<file path="src/rtl/tft_spi_tx.sv">
// SPI mode-0 byte transmitter for the TFT panel link: serialises one byte MSB-first
// with a latched D/C line and per-byte chip select.
module tft_spi_tx #(
  parameter int unsigned CLK_DIV = 2
) (
  input  logic       clk,
  input  logic       rst,
  input  logic [7:0] tft_data,
  input  logic       tft_dc,
  input  logic       tft_transmit,
  output logic       tft_busy,
  output logic       spi_sck,
  output logic       spi_mosi,
  output logic       spi_dc,
  output logic       spi_cs
);

  localparam logic [1:0] StIdle    = 2'd0;
  localparam logic [1:0] StShiftLo = 2'd1;
  localparam logic [1:0] StShiftHi = 2'd2;
  localparam logic [1:0] StTail    = 2'd3;

  localparam logic [7:0] DivLast = 8'(CLK_DIV - 1);

  logic [1:0] state_q, state_d;
  logic [7:0] div_q, div_d;
  logic [2:0] bit_q, bit_d;
  logic [7:0] shreg_q, shreg_d;
  logic       sck_q, sck_d;
  logic       mosi_q, mosi_d;
  logic       dc_q, dc_d;
  logic       cs_q, cs_d;
  logic       busy_q, busy_d;

  logic div_done;
  assign div_done = (div_q == DivLast);

  always_comb begin
    state_d = state_q;
    div_d   = div_q;
    bit_d   = bit_q;
    shreg_d = shreg_q;
    sck_d   = sck_q;
    mosi_d  = mosi_q;
    dc_d    = dc_q;
    cs_d    = cs_q;
    busy_d  = busy_q;

    case (state_q)
      StIdle: begin
        if (tft_transmit) begin
          shreg_d = tft_data;
          dc_d    = tft_dc;
          cs_d    = 1'b0;
          mosi_d  = tft_data[7];
          busy_d  = 1'b1;
          bit_d   = 3'd0;
          div_d   = 8'd0;
          state_d = StShiftLo;
        end
      end
      StShiftLo: begin
        if (div_done) begin
          div_d   = 8'd0;
          sck_d   = 1'b1;
          state_d = StShiftHi;
        end else begin
          div_d = div_q + 8'd1;
        end
      end
      StShiftHi: begin
        if (div_done) begin
          div_d = 8'd0;
          sck_d = 1'b0;
          if (bit_q == 3'd7) begin
            state_d = StTail;
          end else begin
            // Next bit goes out on the same edge SCK falls.
            shreg_d = {shreg_q[6:0], 1'b0};
            mosi_d  = shreg_q[6];
            bit_d   = bit_q + 3'd1;
            state_d = StShiftLo;
          end
        end else begin
          div_d = div_q + 8'd1;
        end
      end
      StTail: begin
        if (div_done) begin
          div_d   = 8'd0;
          cs_d    = 1'b1;
          busy_d  = 1'b0;
          state_d = StIdle;
        end else begin
          div_d = div_q + 8'd1;
        end
      end
      default: state_d = StIdle;
    endcase
  end

  always_ff @(posedge clk) begin
    if (rst) begin
      state_q <= StIdle;
      div_q   <= 8'd0;
      bit_q   <= 3'd0;
      shreg_q <= 8'd0;
      sck_q   <= 1'b0;
      mosi_q  <= 1'b0;
      dc_q    <= 1'b0;
      cs_q    <= 1'b1;
      busy_q  <= 1'b0;
    end else begin
      state_q <= state_d;
      div_q   <= div_d;
      bit_q   <= bit_d;
      shreg_q <= shreg_d;
      sck_q   <= sck_d;
      mosi_q  <= mosi_d;
      dc_q    <= dc_d;
      cs_q    <= cs_d;
      busy_q  <= busy_d;
    end
  end

  assign tft_busy = busy_q;
  assign spi_sck  = sck_q;
  assign spi_mosi = mosi_q;
  assign spi_dc   = dc_q;
  assign spi_cs   = cs_q;

endmodule

</file>
<file path="config.mk">
export PLATFORM = sky130hd
export DESIGN_NAME = tft_spi_tx
export DESIGN_NICKNAME = d
export VERILOG_FILES = /design/src/rtl/tft_spi_tx.sv
export SDC_FILE = /design/constraint.sdc
export NUM_CORES = 1
export LEC_CHECK = 0
export ABC_CLOCK_PERIOD_IN_PS = 4540
export CAP_MARGIN = 20
export CORE_MARGIN = 4
export CORE_UTILIZATION = 40
export CTS_CLUSTER_DIAMETER = 50
export DETAILED_ROUTE_END_ITERATION = 8
export DONT_BUFFER_PORTS = 1
export PLACE_DENSITY = 0.53
export SYNTH_ARGS = -nofsm -noshare
export SYNTH_HDL_FRONTEND = slang
export SYNTH_SLANG_ARGS = --single-unit
</file>
<file path="constraint.sdc">
create_clock -name clk -period 4.54 [get_ports clk]
set_clock_uncertainty 0.1 [all_clocks]
set_input_delay 0.454 -clock clk [delete_from_list [all_inputs] [get_ports clk]]
set_output_delay 0.454 -clock clk [all_outputs]
set_load 0.01 [all_outputs]
</file>
* Word-level counts from Yosys, hierarchy flattened
Cells that the tools add are included.
** Storage, ports and cells
- Bits in registers :: 25
- Input bits :: 12
- Output and inout port bits :: 5
- Logic and storage cells :: 59
** Operators by class
- Add/sub/neg operators :: 2
- Equality and inequality tests :: 10
- Mux-type cells :: 28
- Reductions and logical operators :: 10
** Operators with widths (number)
- two-way mux 7 bit :: 3
- two-way mux 8 bit :: 2
- case mux 8 bit (2 select lines) :: 1
- case mux 7 bit (2 select lines) :: 1
- two-way mux 2 bit :: 5
- != test 2 bit, second input constant :: 5
- two-way mux 3 bit :: 3
- adder 8 x 1 -> 8 bit, second input constant :: 1
- == test 8 x 1 -> 1 bit, second input constant :: 1
- case mux 1 bit (2 select lines) :: 4
- case mux 2 bit (4 select lines) :: 1
- AND reduction 4 bit :: 2
- two-way mux 1 bit :: 7
- case mux 3 bit (2 select lines) :: 1
- AND reduction 3 bit :: 2
- nonzero test 2 bit :: 3
- == test 2 bit, second input constant :: 2
- adder 3 x 1 -> 3 bit, second input constant :: 1
- == test 3 bit, second input constant :: 1
- OR reduction 3 bit :: 1
- == test 2 x 1 -> 1 bit, second input constant :: 1
- logical NOT 2 bit :: 1
- AND reduction 2 bit :: 1

* Depth between registers and ports, before layout
Gate-level depths: netlist of the first run.
- Depth after elaboration :: 4
- Depth in mapped cells :: 7
- Gate-level depth less buffers :: 6

* Worst setup path after synthesis of the first run
Ideal clock, no wire load.
- Path kind :: flip-flop to flip-flop
- Start point :: reg bit_q[0]
- End point :: reg bit_q[0]
- Setup time :: 121 ps
- Data arrival time :: 1438 ps
- Required time :: 4319 ps
- Path slack :: 2882 ps
- Stages on the path, launching flop included :: 7
- Path buffers :: 0
- Period minus slack after synthesis :: 1658 ps
- Path through :: dfxtp_1 -> ha_1 -> ha_1 -> nor3b_1 -> a31o_4 -> nor2_1 -> mux2_2
** Between the ends
- Word-level cells in the longest chain between the ends :: 4
- Elaborated cells between the ends (all ways) :: 7
- Those cells by class :: 1 x add/sub; 2 x eq/ne; 3 x mux; 1 x reduce/logical
** RTL lines
- from (decl) :: RTL line 27 : logic [2:0] bit_q, bit_d;
- from (signal assigned) :: RTL line 116 : bit_q <= bit_d;
- adder 3 x 1 -> 3 bit :: RTL line 81 : bit_d = bit_q + 3'd1;
- two-way mux 3 bit :: RTL line 75 : if (bit_q == 3'd7) begin
- two-way mux 3 bit :: RTL line 72 : if (div_done) begin
- case mux 3 bit (2 select lines) :: RTL line 49 : case (state_q)
Parallel ways exist; a longest one is shown, timed or not. The select of a mux whose other input is x is not followed.
A chain may end at the register's enable or synchronous reset.

* Final worst setup path of the first run
- Start point :: reg state_q[1]
- End point :: reg div_q[7]
** Between the ends
- Word-level cells in the longest chain between the ends :: 3
- Elaborated cells between the ends (all ways) :: 7
- Those cells by class :: 4 x eq/ne; 1 x mux; 2 x reduce/logical
** RTL lines
- from (decl) :: RTL line 25 : logic [1:0] state_q, state_d;
- from (signal assigned) :: RTL line 104 : state_q <= StIdle;
- from (signal assigned) :: RTL line 114 : state_q <= state_d;
- == test 2 bit or == test 2 x 1 -> 1 bit (tied branches) :: RTL line 49
- OR reduction 3 bit (no source line)
- case mux 8 bit (2 select lines) :: RTL line 49
- to (signal assigned) :: RTL line 115 : div_q <= div_d;
- to (decl) :: RTL line 26 : logic [7:0] div_q, div_d;
Parallel ways exist; a longest one is shown, timed or not.

==> results.toml, run 1 <==
[run_status]
status = "complete, no violations"

[clocking]
cts_buffers = 3
cts-htree-levels = 1
cts_resized = 0
root_buffer = "clkbuf_4"
clockBufferDepth = 2
cts_setup_buffers = 0
postCtsHoldBufs = 0
clk_pin_slew_worst_paths_ps = 130
clkSinkCount = 25
tritoncts = "yes"
clk_latency_ps = 310

[critical_path]
setup.worst_path.class = "register to register"
critPathCaptureType = "register"
crit_start = "state_q[1]$_SDFFE_PP0P_"
cp_slowest_cell = "dfxtp_1"
cp.arrival_ps = 2240
reg2reg_from = "state_q[1]$_SDFFE_PP0P_"
path_max_fanout = 20
crit_path_cell_trace = "nor2_1, a211oi_2, o21ai_0, a31oi_1"
cpPeakStageDelay_ps = 870
startpoint_type = "register"
rr_worst_depth = 4
required_ps = 4690

[sta]
finalSetupTns_ps = 0
relSlewSlack_pct = 46.13
final_max_slew_viol_count = 0
hold_violations = 0
layout_setup_ws_ps = 2453
rsz0062_at_grt = "no"
fin_crit_sh_pct = 45.97
finalSetupViolCount = 0
timing.final.crit_period_ps = 2087
worstMarginPinSlew_ps = 807.0
fmax_ghz = 0.4791

[global_route]
grt_pass1_wl_mm = 4.333
antenna_found_initial = 0
grt_max_degree = 22
grt_usage_pct = 12.97
first_global_vias = 910
grt.overflow.total = 0

[hold_path]
whs_path_depth = 1
min_path_type = "input pin to register"
hp-start = "rst"

[synth]
syn-num-nets = 144
yosys_warnings = 0
synth-seq-cells = 25
ys_types = 42
netlist_instances = 128
avgSynthCellArea_um2 = 9.765
synth_area_um2 = 1250
seq_area_frac_synth_pct = 40.04

[power_and_ir_drop]
p_leak_nw = 0.4555
clkPwrFrac_pct = 24.0
intPower_mw = 0.2984
swShare_pct = 28.10
powerDensity_nw_per_um2 = 322.0
p_sw_mw = 0.1166
peakVddDrop_v = 0.0001329
finalPower_mw = 0.4150
seqPwrFrac_pct = 61.7
power_frac_comb_pct = 14.3

[detailed_routing]
detail-route-antenna-nets = 0
first_pass_iters = 4
routed-via-count = 924
routed_wl_mm = 2.436
first_iter_violations = 25
vias_per_cell = 5.435
drc = 0
wl_per_cell_um = 14.33

[die]
std_cell_rows = 20
die_w_um = 63.90
io_pins = 17
start_util_pct = 41.28
fp.coreArea_um2 = 3028
die-area_um2 = 4083
die_y_um = 63.90

[finish]
fin_nets = 143
final_util_pct = 42.56
n_antenna_cell = 0
drive_gt1_share_pct = 14.29
fill_cells = 320
syn2layout_area_growth_pct = 3.103

[place]
gp_congestion = 0.7703
dp_slack_ps = 2493
port_buffers = 0
hpwl_mm = 1.791

[job]
maxCapViolCount = 0
## synthesized netlist by cell type, drive strengths merged
cell type | n | share of area, %
clkbuf | 1 | 0.30
and3 | 4 | 2.1
a21oi | 5 | 2.0
inv | 4 | 1.2
mux2i | 9 | 7.2
a21o | 1 | 0.70
nor3b | 2 | 1.2
mux2 | 1 | 0.90
ha | 4 | 4.0
or4b | 1 | 0.80
dfxtp | 25 | 40
xnor2 | 2 | 1.4
a31o | 1 | 1.4
and2 | 2 | 1.1
a31oi | 3 | 1.5
a311oi | 1 | 1.2
nor2 | 14 | 4.6
buf | 5 | 3.1
nor4 | 2 | 1.0
nand3 | 4 | 1.6
nor4b | 2 | 2.6
nand2 | 7 | 2.1
o21ai | 4 | 1.6
a311o | 1 | 0.80
nor3 | 3 | 1.6
a22o | 4 | 2.9
o22a | 1 | 0.70
a211oi | 9 | 6.6
o21bai | 1 | 0.60
nand2b | 2 | 1.0
nand4b | 1 | 0.70
a41oi | 1 | 0.70
a2bb2oi | 1 | 0.70
## power by group through the flow
stage                     registers [mW]  logic [mW]  clock network (mW)
after floorplan                    0.252      0.0620                   0
after global placement             0.261      0.0586                   0
after detailed placement           0.261      0.0595                   0
after CTS                          0.256      0.0600               0.106
after global routing               0.259      0.0677               0.116
final                              0.256      0.0595              0.0995
## cell type report
class                           instances  area [um^2]  share of cell area [%]
Multi-Input combinational cell         93        691.9                   53.69
Tap cell                               44        55.05                   4.272
Clock buffer                            4        26.28                   2.039
Inverter                                4        15.01                   1.165
Sequential cell                        25        500.5                   38.83
## critical path, delay by kind of cell (launching register included)
| family | cells | cell delay [ps] |
|---|---|---|
| AOI/OAI and AO/OA | 3 | 890 |
| DFF | 1 | 870 |
| and+or+nand+nor | 1 | 170 |
## metrics by stage
step / cell area [um^2] / std cells / hold WS, ps
global placement: 1262 / 166 / 365.1
detailed placement: 1262 / 166 / 375.6
floorplan: 1250 / 128 / 335.6
CTS: 1289 / 170 / 63.32
finish: 1289 / 170 / 87.01
global route: 1289 / 170 / 50.39
## logic make-up (layout without fill, tap and decap cells)
kind of cell	count (synthesis)	in the layout	synth area share [%]
buf+inv	10	8	4.603
mux	10	10	8.108
xor+xnor	2	2	1.402
simple gates	44	44	20.42
flops	25	25	40.04
fa+ha+maj	4	4	4.004
compound gates	33	33	21.42
## final timing paths
path              slack [ps]                      end
setup reg to reg        2450    div_q[7]$_SDFFE_PP0N_
hold reg to reg          390  shreg_q[0]$_SDFFE_PP0P_
setup / recovery        2450    div_q[7]$_SDFFE_PP0N_
hold / removal            90    div_q[1]$_SDFFE_PP0N_
## flip-flops by register name, indices dropped and copies added (netlist names)
name,cells
bit_q,3
shreg_q,7
spi_dc,1
spi_sck,1
spi_cs,1
tft_busy,1
spi_mosi,1
state_q,2
div_q,8
## cells in the final DEF, fill, tap and decap left out, types with 3 or more instances in the layout
cell      instances
a31oi_1           3
a211oi_1          6
a22o_1            3
dfxtp_1          25
ha_1              4
inv_1             4
mux2i_1           9
o21ai_0           4
and3_1            3
a211oi_2          3
nand3_1           4
clkbuf_4          3
a21oi_1           5
nor2_1           12
nand2_1           7
## routing by layer
layer	GRT usage [%]	up-vias	wire, um
li1	-	471	-
met3	3.163	4	71
met4	3.235	0	23
met2	21.42	12	1192
met1	16.85	437	1150
met5	0	-	0
Note: power is estimated with default switching activity, not from simulation.
==> run 2, diff against run 1 <==
- ABC_CLOCK_PERIOD_IN_PS: 4540 -> 1700
- PLACE_DENSITY: 0.53 -> 0.55
- clock period: 4.54 -> 1.7 ns (I/O delays scaled with it)
==> results.toml, run 2 (synthesis gave the netlist of run 1 again) <==
[run_status]
status = "finished with violations"
violations = "hold timing"

[detailed_routing]
first_iter_violations = 44
first_pass_iters = 4
routed-via-count = 998
drc = 0
wl_per_cell_um = 13.80
vias_per_cell = 5.366
detail-route-antenna-nets = 0
routed_wl_mm = 2.566

[finish]
drive_gt1_share_pct = 33.10
layout.cells.non_filler = 186
fin_nets = 159
fill_cells = 291
top_regs = "div_q x8, shreg_q x7, bit_q x3"
syn2layout_area_growth_pct = 22.02
largest_reg_flops = 8
final_common_cell = "dfxtp_1"
multiInputGateArea_um2 = 758.2
mostFrequentLayoutCells = "dfxtp_1, nor2_1, mux2i_1, buf_4, nand2_1"
seqCellArea_um2 = 505.5
n_antenna_cell = 0
largest_register = "div_q"

[die]
fp.coreArea_um2 = 3028
die-area_um2 = 4083
start_util_pct = 41.28
die_y_um = 63.90
io_pins = 17
std_cell_rows = 20
die_w_um = 63.90

[critical_path]
setup.worst_path.class = "register to register"
required_ps = 1830
cpPeakStageDelay_ps = 350
startpoint_type = "register"
path_max_fanout = 8
critPathCaptureType = "register"
rrSetupSlack_ps = 10
cp_slowest_cell = "dfxtp_2"
cp.arrival_ps = 1820
crit_path_cell_trace = "ha_1, ha_2, nor3b_2, a31o_4, buf_12, nor2_1, a211oi_1"

[sta]
relSlewSlack_pct = 72.77
final_max_slew_viol_count = 0
layout_setup_ws_ps = 11.00
holdWs_ps = -203.8
timing.final.crit_period_ps = 1689
rsz0062_at_grt = "yes"
fmax_ghz = 0.5921
fin_crit_sh_pct = 99.35
finalSetupViolCount = 0
hold_violations = 17
worstMarginPinSlew_ps = 404.7

[global_route]
grt_max_degree = 22
first_global_vias = 1002
antenna_found_initial = 0
grt_usage_pct = 13.51
grt_pass1_wl_mm = 4.464
grt.overflow.total = 0

[clocking]
root_buffer = "clkbuf_4"
cts_buffers = 3
cts-htree-levels = 1
postCtsHoldBufs = 3
clockBufferDepth = 2
cts_setup_buffers = 0
tritoncts = "yes"
clk_latency_ps = 320
clk_pin_slew_worst_paths_ps = 130
clkSinkCount = 25

[power_and_ir_drop]
clkPwrFrac_pct = 22.6
intPower_mw = 0.8510
p_leak_nw = 0.5582
swShare_pct = 28.12
powerDensity_nw_per_um2 = 776.3
finalPower_mw = 1.184
p_sw_mw = 0.3330
power_frac_comb_pct = 20.4
seqPwrFrac_pct = 57.1
peakVddDrop_v = 0.0004640

[place]
place_inst = 178
hpwl_mm = 1.779
dp_slack_ps = -37.87
gp_congestion = 0.7202
port_buffers = 0

[job]
maxCapViolCount = 0

[hold_path]
min_path_type = "input pin to register"
[run 2: cell types whose count changed in the layout (fill, tap and decap cells not counted), sizes merged]
cell / previous run / this run
dlygate4sd3: 0 / 3
clkbuf: 4 / 5
buf: 0 / 12
[run 2: area by class of cell]
class / count / share of cell area [%]
Clock buffer: 4 / 1.723
Inverter: 4 / 0.9844
Multi-Input combinational cell: 93 / 49.71
Sequential cell: 25 / 33.14
Tap cell: 44 / 3.610
Timing Repair Buffer: 16 / 10.83
[run 2: per-layer routing]
metal  up-vias  GRT usage (%)  part of all wire [%]
met5         -              0                     0
met4         0          4.852                   1.3
met3         4          3.163                   4.2
met2        14          21.42                    45
met1       479          17.79                    49
li1        501              -                     -
[run 2: power groups by stage]
stage	logic (mW)	registers, mW	clock network [mW]
final	0.241	0.676	0.267
after global routing	0.267	0.684	0.310
after CTS	0.212	0.673	0.281
after detailed placement	0.201	0.685	0
after global placement	0.196	0.685	0
after floorplan	0.166	0.673	0
[run 2: final timing paths]
kind | start | endpoint | cells after the start
max | bit_q[0]$_SDFFE_PP0P_ | shreg_q[4]$_SDFFE_PP0P_ | 7
min | rst | div_q[1]$_SDFFE_PP0N_ | 1
max reg2reg | bit_q[0]$_SDFFE_PP0P_ | shreg_q[4]$_SDFFE_PP0P_ | 7
min reg2reg | shreg_q[0]$_SDFFE_PP0P_ | shreg_q[0]$_SDFFE_PP0P_ | 2
[run 2: what timing repair did]
item / CTS / global route
gates cloned: 0 / 1
pin swaps: 0 / 9
gates resized for setup: 3 / 17
endpoints found under the setup margin: 10 / 15
hold endpoints to repair: 18 / 17
[run 2: critical path: cells and delay by family (launching register included)]
kind,cells,cell delay (ps)
simple gates,2,230
compound gates,2,420
fa+ha+maj,2,380
flops,1,350
buf+inv,1,130
[run 2: per-stage QoR]
| stage | setup TNS (ps) | hold slack [ps] | cell area [um^2] | utilization, % |
|---|---|---|---|---|
| final | 0 | -203.8 | 1525 | 50.37 |
| after global routing | -134.3 | -232.5 | 1525 | 50.37 |
| after global placement | 0 | 140.3 | 1365 | 45.08 |
| after detailed placement | -149.9 | 140.3 | 1365 | 45.08 |
| after CTS | -4.818 | -214.9 | 1440 | 47.56 |
| after floorplan | 0 | 217.2 | 1250 | - |
